[src/rtl/fs_accel_mpgather_if.sv]
// Lane-gatherer bus: per-lane result handshakes in, one serialised result stream out.
// The slave modport is the gatherer; the master modport is the lane/writeback side.
interface fs_accel_mpgather_if #(
  parameter int NUM_LANES = 13,
  parameter int DW        = 8
);
  logic [NUM_LANES-1:0]    lane_valid;
  logic [NUM_LANES*DW-1:0] lane_data;
  logic [NUM_LANES-1:0]    lane_ready;
  logic [DW-1:0]           dout;
  logic [3:0]              dout_sel;
  logic                    dout_valid;
  logic                    dout_last;
  logic                    dout_ready;

  modport master (
    output lane_valid, lane_data, dout_ready,
    input  lane_ready, dout, dout_sel, dout_valid, dout_last
  );

  modport slave (
    input  lane_valid, lane_data, dout_ready,
    output lane_ready, dout, dout_sel, dout_valid, dout_last
  );
endinterface

[src/rtl/fs_accel_mpgather.sv]
// Max-pool lane gatherer: one buffered result per lane, re-serialised in lane order.
// Latency 2 cycles lane->dout; output register holds under dout_ready low, lanes stall via full flags.
module fs_accel_mpgather #(
  parameter int NUM_LANES = 13,
  parameter int DW        = 8
) (
  input  logic                 clk,
  input  logic                 resetn,
  input  logic                 flush,
  input  logic [3:0]           cfg_lanes,
  output logic [15:0]          frame_cnt,
  fs_accel_mpgather_if.slave   bus
);

  logic [DW-1:0]        lane_buf_q [NUM_LANES];
  logic [NUM_LANES-1:0] full_q;
  logic [3:0]           lanes_q;
  logic [3:0]           ptr_q;
  logic [DW-1:0]        dout_q;
  logic [3:0]           sel_q;
  logic                 vld_q;
  logic                 last_q;
  logic [15:0]          frame_cnt_q;

  logic [NUM_LANES-1:0] lane_ready;
  logic [NUM_LANES-1:0] hs;
  logic [NUM_LANES-1:0] clr;
  logic                 load;
  logic [3:0]           cfg_sane;
  logic                 ptr_at_end;

  // Ready is purely registered state (plus reset) so lane_valid never loops back into it.
  always_comb begin
    lane_ready = '0;
    for (int i = 0; i < NUM_LANES; i++) begin
      lane_ready[i] = !full_q[i] && (i < int'(lanes_q)) && resetn;
    end
  end

  assign hs         = bus.lane_valid & lane_ready;
  assign ptr_at_end = (ptr_q == lanes_q - 4'd1);
  assign load       = (!vld_q || bus.dout_ready) && full_q[ptr_q];
  assign clr        = load ? (NUM_LANES'(1) << ptr_q) : '0;
  assign cfg_sane   = (cfg_lanes == 4'd0 || cfg_lanes > 4'(NUM_LANES)) ? 4'(NUM_LANES) : cfg_lanes;

  always_ff @(posedge clk) begin
    if (!resetn || flush) begin
      full_q <= '0;
      for (int i = 0; i < NUM_LANES; i++) begin
        lane_buf_q[i] <= 8'h80;
      end
      ptr_q  <= '0;
      vld_q  <= 1'b0;
      last_q <= 1'b0;
      if (!resetn) begin
        lanes_q     <= 4'(NUM_LANES);
        frame_cnt_q <= '0;
        dout_q      <= 8'h80;
        sel_q       <= '0;
      end else begin
        lanes_q <= cfg_sane;
      end
    end else begin
      if (vld_q && bus.dout_ready && last_q) begin
        frame_cnt_q <= frame_cnt_q + 16'd1;
      end
      for (int i = 0; i < NUM_LANES; i++) begin
        if (hs[i]) begin
          lane_buf_q[i] <= bus.lane_data[i*DW +: DW];
        end
      end
      // A lane being drained is full, hence not ready, so set and clear never collide.
      full_q <= (full_q | hs) & ~clr;
      if (load) begin
        dout_q <= lane_buf_q[ptr_q];
        sel_q  <= ptr_q;
        last_q <= ptr_at_end;
        vld_q  <= 1'b1;
        ptr_q  <= ptr_at_end ? 4'd0 : ptr_q + 4'd1;
      end else if (bus.dout_ready) begin
        vld_q <= 1'b0;
      end
    end
  end

  assign bus.lane_ready = lane_ready;
  assign bus.dout       = dout_q;
  assign bus.dout_sel   = sel_q;
  assign bus.dout_valid = vld_q;
  assign bus.dout_last  = last_q;
  assign frame_cnt      = frame_cnt_q;

endmodule

[src/flat_wrapper.sv]
// flat-port wrapper written by rule: the top's interface ports become plain ports
module fs_accel_mpgather_flat 
#(
  parameter int NUM_LANES = 13,
  parameter int DW        = 8
)
  (clk, resetn, flush, cfg_lanes, frame_cnt, bus_lane_valid, bus_lane_data, bus_dout_ready, bus_lane_ready, bus_dout, bus_dout_sel, bus_dout_valid, bus_dout_last);
  fs_accel_mpgather_if #(.NUM_LANES(NUM_LANES), .DW(DW)) bus_i ();
  input  logic clk;
  input  logic resetn;
  input  logic flush;
  input  logic [3:0] cfg_lanes;
  output logic [15:0] frame_cnt;
  input wire logic [$bits(bus_i.lane_valid)-1:0] bus_lane_valid;
  input wire logic [$bits(bus_i.lane_data)-1:0] bus_lane_data;
  input wire logic [$bits(bus_i.dout_ready)-1:0] bus_dout_ready;
  output wire logic [$bits(bus_i.lane_ready)-1:0] bus_lane_ready;
  output wire logic [$bits(bus_i.dout)-1:0] bus_dout;
  output wire logic [$bits(bus_i.dout_sel)-1:0] bus_dout_sel;
  output wire logic [$bits(bus_i.dout_valid)-1:0] bus_dout_valid;
  output wire logic [$bits(bus_i.dout_last)-1:0] bus_dout_last;
  assign bus_i.lane_valid = bus_lane_valid;
  assign bus_i.lane_data = bus_lane_data;
  assign bus_i.dout_ready = bus_dout_ready;
  assign bus_lane_ready = bus_i.lane_ready;
  assign bus_dout = bus_i.dout;
  assign bus_dout_sel = bus_i.dout_sel;
  assign bus_dout_valid = bus_i.dout_valid;
  assign bus_dout_last = bus_i.dout_last;
  fs_accel_mpgather #(.NUM_LANES(NUM_LANES), .DW(DW)) u_core (.clk(clk), .resetn(resetn), .flush(flush), .cfg_lanes(cfg_lanes), .frame_cnt(frame_cnt), .bus(bus_i));
endmodule
[config.mk]
export PLATFORM = sky130hd
export DESIGN_NAME = fs_accel_mpgather_flat
export DESIGN_NICKNAME = d
export VERILOG_FILES = /design/src/rtl/fs_accel_mpgather_if.sv /design/src/rtl/fs_accel_mpgather.sv /design/src/flat_wrapper.sv
export SDC_FILE = /design/constraint.sdc
export NUM_CORES = 1
export LEC_CHECK = 0
export ABC_AREA = 1
export CORE_AREA = 2 2 165 167
export CTS_CLUSTER_SIZE = 10
export DETAILED_ROUTE_END_ITERATION = 8
export DIE_AREA = 0 0 167 169
export MAX_ROUTING_LAYER = met4
export SYNTH_ARGS = -nofsm -noshare
export SYNTH_HDL_FRONTEND = slang
export SYNTH_SLANG_ARGS = --single-unit
[constraint.sdc]
create_clock -name clk -period 5.8 [get_ports clk]
set_input_delay 1.74 -clock clk [delete_from_list [all_inputs] [get_ports clk]]
set_output_delay 1.74 -clock clk [all_outputs]
set_load 0.01 [all_outputs]
Word level (Yosys, flattened, before mapping)
Memories as Yosys holds them, arrays and structs flattened. A register that Yosys moved wholly into a read port is not among the register bits.
Index checks and enable logic that the tools add are counted.
{"block": "word_totals", "regBits": 51, "ram_bits": 104, "inputBits": 125, "out_inout_bits": 43, "elab_cells": 173, "n_memories": 1}
{"block": "classes", "add_sub_neg": 3, "magnitude_cmp": 15, "n_eq_ne": 2, "shift": 1, "mux": 71, "bitwise": 18, "reduce_logical": 54}
{"name": "u_core.lane_buf_q", "words": 13, "width": 8, "read_ports": 1, "rd_clocked_by_memory_dff": 1, "write_ports": 13, "line": "fs_accel_mpgather.sv:15", "source": "logic [DW-1:0] lane_buf_q [NUM_LANES];"}
{"operator": "two-way mux 8 bit", "count": 16}
{"operator": "two-way mux 16 bit", "count": 3}
{"operator": "two-way mux 1 bit", "count": 44}
{"operator": "logical AND 1 bit", "count": 29}
{"operator": "bitwise AND 13 bit", "count": 2}
{"operator": "two-way mux 4 bit", "count": 6}
{"operator": "less-than comparator 4 bit, first input constant", "count": 5}
{"operator": "adder 16 x 1 -> 16 bit, second input constant", "count": 1}
{"operator": "less-than comparator 3 x 4 -> 1 bit, first input constant", "count": 4}
{"operator": "zero test 1 bit", "count": 15}
{"operator": "two-way mux 13 bit", "count": 1}
{"operator": "NOT 13 bit", "count": 1}
{"operator": "OR 1 bit", "count": 13}
{"operator": "OR 13 bit", "count": 1}
{"operator": "<< shifter 1 x 4 -> 13 bit, first input constant", "count": 1}
{"operator": "less-than comparator 1 x 4 -> 1 bit, first input constant", "count": 2}
{"operator": "less-than comparator 2 x 4 -> 1 bit, first input constant", "count": 2}
{"operator": "nonzero test 2 bit", "count": 3}
{"operator": "less-than comparator 4 x 5 -> 1 bit, second input constant", "count": 1}
{"operator": "adder 4 x 1 -> 4 bit, second input constant", "count": 1}
{"operator": "binary-select mux 1 bit (select 4 bit)", "count": 1}
{"operator": "== test 4 bit", "count": 1}
{"operator": "> comparator 4 bit, second input constant", "count": 1}
{"operator": "zero test 4 bit", "count": 1}
{"operator": "6 further kinds", "count": 9}

Logic depth before layout (Yosys ltp)
{"block": "depth", "ltp_word": 8, "mapped_depth": 15}

Worst setup path after synthesis
OpenSTA, ideal clock, no wires.
{"block": "synth_path", "path_type": "input -> output", "start": "input port resetn", "end": "output port bus_lane_ready[10]", "arrival_time_ps": 2176, "required_time_ps": 4060, "slack_ps": 1884, "stages": 2, "path_buffers": 0, "cell_sequence": "nand2_2 nor3_1"}
{"block": "synth_between", "elab_chain_cells": 1}
{"element": "from (decl)", "line": "flat_wrapper.sv:10", "source": "input logic resetn;"}
{"element": "logical AND 1 bit", "line": "fs_accel_mpgather.sv:36", "source": "lane_ready[i] = !full_q[i] && (i < int'(lanes_q)) && resetn;"}
{"element": "to (decl)", "line": "flat_wrapper.sv:17", "source": "output wire logic [$bits(bus_i.lane_ready)-1:0] bus_lane_ready;"}
Every way passes these cells.

Final worst setup path
{"block": "layout_path", "start": "input port resetn", "end": "output port bus_lane_ready[8]"}
Same word-level chain as after synthesis.

==> impl_results.html <==
<table>
<tr><th>Metric</th><th>Value</th></tr>
<tr><th colspan="2">Cells and area</th></tr>
<tr><td>Number of nets in the final layout</td><td>1165</td></tr>
<tr><td>Post-synthesis to final-layout area growth</td><td>32.3%</td></tr>
<tr><td>Final non-filler cell total</td><td>1382</td></tr>
<tr><td>Share of layout cells above drive strength 1</td><td>5.76%</td></tr>
<tr><td>Antenna diode count</td><td>0</td></tr>
<tr><td>Total of fill cells in the finished design</td><td>2607</td></tr>
<tr><th colspan="2">Global routing</th></tr>
<tr><td>Largest net degree at the start of global routing</td><td>50</td></tr>
<tr><td>Global route overflow</td><td>0</td></tr>
<tr><td>Via count of the first global-routing pass</td><td>6218</td></tr>
<tr><td>Antenna violations before repair</td><td>0</td></tr>
<tr><td>Wire length of the first global-routing pass</td><td>34.5 mm</td></tr>
<tr><td>All-layer global routing usage</td><td>16.6%</td></tr>
<tr><th colspan="2">Drt</th></tr>
<tr><td>Number of DRC markers in iteration 0</td><td>476</td></tr>
<tr><td>Wire length after detailed routing</td><td>22.7 mm</td></tr>
<tr><td>Number of design rule violations left after detail routing</td><td>0</td></tr>
<tr><td>Vias after detailed routing</td><td>6395</td></tr>
<tr><td>Vias per inst</td><td>4.63</td></tr>
<tr><td>1st-pass router iterations</td><td>5</td></tr>
<tr><td>Count of nets left with antenna violations after detail routing</td><td>0</td></tr>
<tr><td>Average detailed-routed wire length per instance</td><td>16.4 um</td></tr>
<tr><th colspan="2">Setup path</th></tr>
<tr><td>Required @ worst endpoint</td><td>4.06 ns</td></tr>
<tr><td>Class of the most critical setup path</td><td>input pin to primary output</td></tr>
<tr><td>Capturing element type of the critical path</td><td>primary output</td></tr>
<tr><td>Highest fanout seen on the critical path</td><td>8</td></tr>
<tr><td>Data arrival time at the worst-slack endpoint</td><td>3.53 ns</td></tr>
<tr><td>Type of element launching the critical path</td><td>input pin</td></tr>
<tr><th colspan="2">Pwr</th></tr>
<tr><td>Maximum VDD drop</td><td>0.000165 V</td></tr>
<tr><td>Leakage power summed over all cells</td><td>4.31 nW</td></tr>
<tr><td>Power density over cell area</td><td>265 nW/um^2</td></tr>
<tr><th colspan="2">Clock tree</th></tr>
<tr><td># hold bufs at CTS</td><td>0</td></tr>
<tr><td>Number of buffers added by the clock tree synthesis step</td><td>17</td></tr>
<tr><td>Post-CTS setup repair buffer count</td><td>0</td></tr>
<tr><td>Buffers from clock root to sink, at most</td><td>2</td></tr>
<tr><td>Count of instances resized after the clock tree is built</td><td>0</td></tr>
<tr><td>TritonCTS clock tree</td><td>yes</td></tr>
<tr><td>CTS H-Tree Depth</td><td>4</td></tr>
<tr><td>Root Driver</td><td>sky130_fd_sc_hd__clkbuf_16</td></tr>
<tr><td>Clock-pin transition on the worst setup and hold timing paths</td><td>0.06 ns</td></tr>
<tr><td>Clk_lat worst skew</td><td>0.42 ns</td></tr>
<tr><td># clock sinks</td><td>159</td></tr>
<tr><th colspan="2">Synth</th></tr>
<tr><td>Synthesized instance count</td><td>872</td></tr>
<tr><td>Syn nets</td><td>1008</td></tr>
<tr><td>Largest area contributor in the synthesized netlist</td><td>sky130_fd_sc_hd__edfxtp_1</td></tr>
<tr><td>Number of synthesized register bits</td><td>159</td></tr>
<tr><td>Area contributors post-synth</td><td>sky130_fd_sc_hd__edfxtp_1, sky130_fd_sc_hd__nor2_1, sky130_fd_sc_hd__inv_1</td></tr>
<tr><td>Number of warning messages in the yosys log</td><td>0</td></tr>
<tr><td>Leading cell types by count after synthesis</td><td>sky130_fd_sc_hd__nor2_1, sky130_fd_sc_hd__inv_1, sky130_fd_sc_hd__edfxtp_1</td></tr>
<tr><td>Area of the mapped netlist</td><td>7850 um^2</td></tr>
<tr><td>Count of flip-flops with a built-in enable after synthesis</td><td>136</td></tr>
<tr><td>Cell with the most instances after synthesis</td><td>sky130_fd_sc_hd__nor2_1</td></tr>
<tr><td>Count of cell types in the netlist</td><td>38</td></tr>
<tr><td>Synth Flop Type</td><td>sky130_fd_sc_hd__edfxtp_1</td></tr>
<tr><td>Async set-or-reset flop fraction in the synthesized netlist</td><td>0%</td></tr>
<tr><td>Post-synthesis sequential area ratio</td><td>57.9%</td></tr>
<tr><td>Share of Yosys cell area claimed by the top area cell type</td><td>52.0%</td></tr>
<tr><td>Post-Syn Area per Cell</td><td>9.00 um^2</td></tr>
<tr><th colspan="2">Placement</th></tr>
<tr><td>Cells after DPL</td><td>1351</td></tr>
<tr><td>DPL Wire Length</td><td>16.7 mm</td></tr>
<tr><td>Port Buf Inserts</td><td>167</td></tr>
<tr><td>Final Wtd Congestion</td><td>0.860</td></tr>
<tr><th colspan="2">Timing</th></tr>
<tr><td>FMAX</td><td>190 MHz</td></tr>
<tr><td>Final slew viol count</td><td>0</td></tr>
<tr><td>Setup skew after layout</td><td>0.00936 ns</td></tr>
<tr><td>Setup repair after global routing missed its margin</td><td>false</td></tr>
<tr><td>Actual transition at the worst max-transition pin</td><td>0.860 ns</td></tr>
<tr><td>Hold violation total from the final report</td><td>0</td></tr>
<tr><td>Max-slew headroom at the worst pin</td><td>42.3%</td></tr>
<tr><td>Minimum period implied by the final worst setup slack</td><td>5.27 ns</td></tr>
<tr><td>Part of the cycle the worst path needs</td><td>90.9%</td></tr>
<tr><td>Summed negative setup slack over all endpoints</td><td>0 ns</td></tr>
<tr><td># setup viols final</td><td>0</td></tr>
<tr><td>Final Hold Slack</td><td>0.542 ns</td></tr>
<tr><th colspan="2">Hold path</th></tr>
<tr><td>Hold crit path type</td><td>register to register</td></tr>
<tr><th colspan="2">Floorplan</th></tr>
<tr><td>Starting Density</td><td>29.6%</td></tr>
<tr><td>Area of the die</td><td>28200 um^2</td></tr>
<tr><td># IOs</td><td>168</td></tr>
<tr><td>Number of core rows</td><td>60</td></tr>
<tr><td>Core Area</td><td>26500 um^2</td></tr>
<tr><td>Horizontal die dimension</td><td>167 um</td></tr>
<tr><td>Die height</td><td>169 um</td></tr>
<tr><th colspan="2">Job</th></tr>
<tr><td>Count of maximum capacitance violations</td><td>0</td></tr>
<tr><th colspan="2">Run status</th></tr>
<tr><td>Result of the run</td><td>completed</td></tr>
</table>
[final timing paths]
path	from	endpoint	slack, ns	depth (start not counted)
setup / recovery	resetn	bus_lane_ready[8]	0.53	4
hold / removal	u_core.bus.dout_last	u_core.bus.dout_last	0.54	2
setup reg to reg	register	u_core.bus.dout[2]	2.91	5
hold reg to reg	u_core.bus.dout_last	u_core.bus.dout_last	0.54	2
[cell type report]
class                   instances  area, um^2  share of cell area (%)
well taps                     341         427                    4.11
repair buffers                173        1720                    16.5
multi-input cells             520        2550                    24.6
clock inverters                11         119                    1.14
inverters                     158         593                    5.71
clock buffers                  20         437                    4.20
flip-flops and latches        159        4540                    43.8
[report_power, final]
group,internal (mW),switching [mW]
registers,1.31,0.0328
logic,0.158,0.176
clock network,0.628,0.448
[cells in the final DEF, fill, tap and decap left out, types with 7 or more instances in the layout]
cell type | netlist | routed
sky130_fd_sc_hd__or2_1 | 16 | 16
sky130_fd_sc_hd__clkbuf_16 | 0 | 17
sky130_fd_sc_hd__nor3_1 | 7 | 7
sky130_fd_sc_hd__dfxtp_1 | 23 | 23
sky130_fd_sc_hd__o221ai_1 | 9 | 9
sky130_fd_sc_hd__ha_1 | 11 | 11
sky130_fd_sc_hd__inv_1 | 143 | 143
sky130_fd_sc_hd__edfxtp_1 | 136 | 136
sky130_fd_sc_hd__nand3_1 | 32 | 32
sky130_fd_sc_hd__nor2_1 | 192 | 192
sky130_fd_sc_hd__nand2_1 | 90 | 90
sky130_fd_sc_hd__o22ai_1 | 7 | 7
sky130_fd_sc_hd__o21ai_0 | 58 | 57
sky130_fd_sc_hd__o211ai_1 | 20 | 20
sky130_fd_sc_hd__a21oi_1 | 30 | 30
sky130_fd_sc_hd__inv_2 | 13 | 13
sky130_fd_sc_hd__clkdlybuf4s50_1 | 0 | 167
sky130_fd_sc_hd__o21ai_1 | 17 | 18
[metal layers]
layer	track usage [%]	wire [um]	part of all wire (%)	vias up
met5	-	0	0	-
met4	4.54	370	1.6	0
met3	2.99	1110	4.9	21
met2	26.9	11000	48	210
met1	21.4	10200	45	3011
li1	-	-	-	3153
[critical path: stages]
cell and delay (ns):
sky130_fd_sc_hd__clkdlybuf4s50_1 0.65, sky130_fd_sc_hd__nand2_2 0.22, sky130_fd_sc_hd__nor3b_2 0.30, sky130_fd_sc_hd__clkdlybuf4s50_1 0.60
[state kept, by name (all words and copies together), names as in the netlist, named ones only]
name / count
u_core.bus.dout: 8
u_core.bus.dout_last: 1
u_core.bus.dout_sel: 4
u_core.bus.dout_valid: 1
u_core.frame_cnt: 16
u_core.full_q: 13
u_core.lane_buf_q: 104
u_core.lanes_q: 4
u_core.ptr_q: 4
[through the flow]
step                total power [mW]  utilization [%]  cell area (um^2)  setup slack (ns)
floorplan                       1.51                -              7850              1.88
global placement                1.70             37.1              9830             0.545
global route                    2.85             39.2             10400             0.381
detailed placement              1.70             37.1              9830             0.493
finish                          2.75             39.2             10400             0.530
CTS                             2.77             39.2             10400             0.495
[cell families (layout without fill, tap and decap cells)]
family / after synthesis / in the layout / share of synthesized area, %
fa+ha+maj: 11 / 11 / 1.75
flops: 159 / 159 / 57.9
xor+xnor: 5 / 5 / 0.558
simple gates: 359 / 359 / 19.5
compound gates: 145 / 145 / 10.6
buf+inv: 193 / 362 / 9.64
Note: power is estimated with default switching activity, not from simulation.
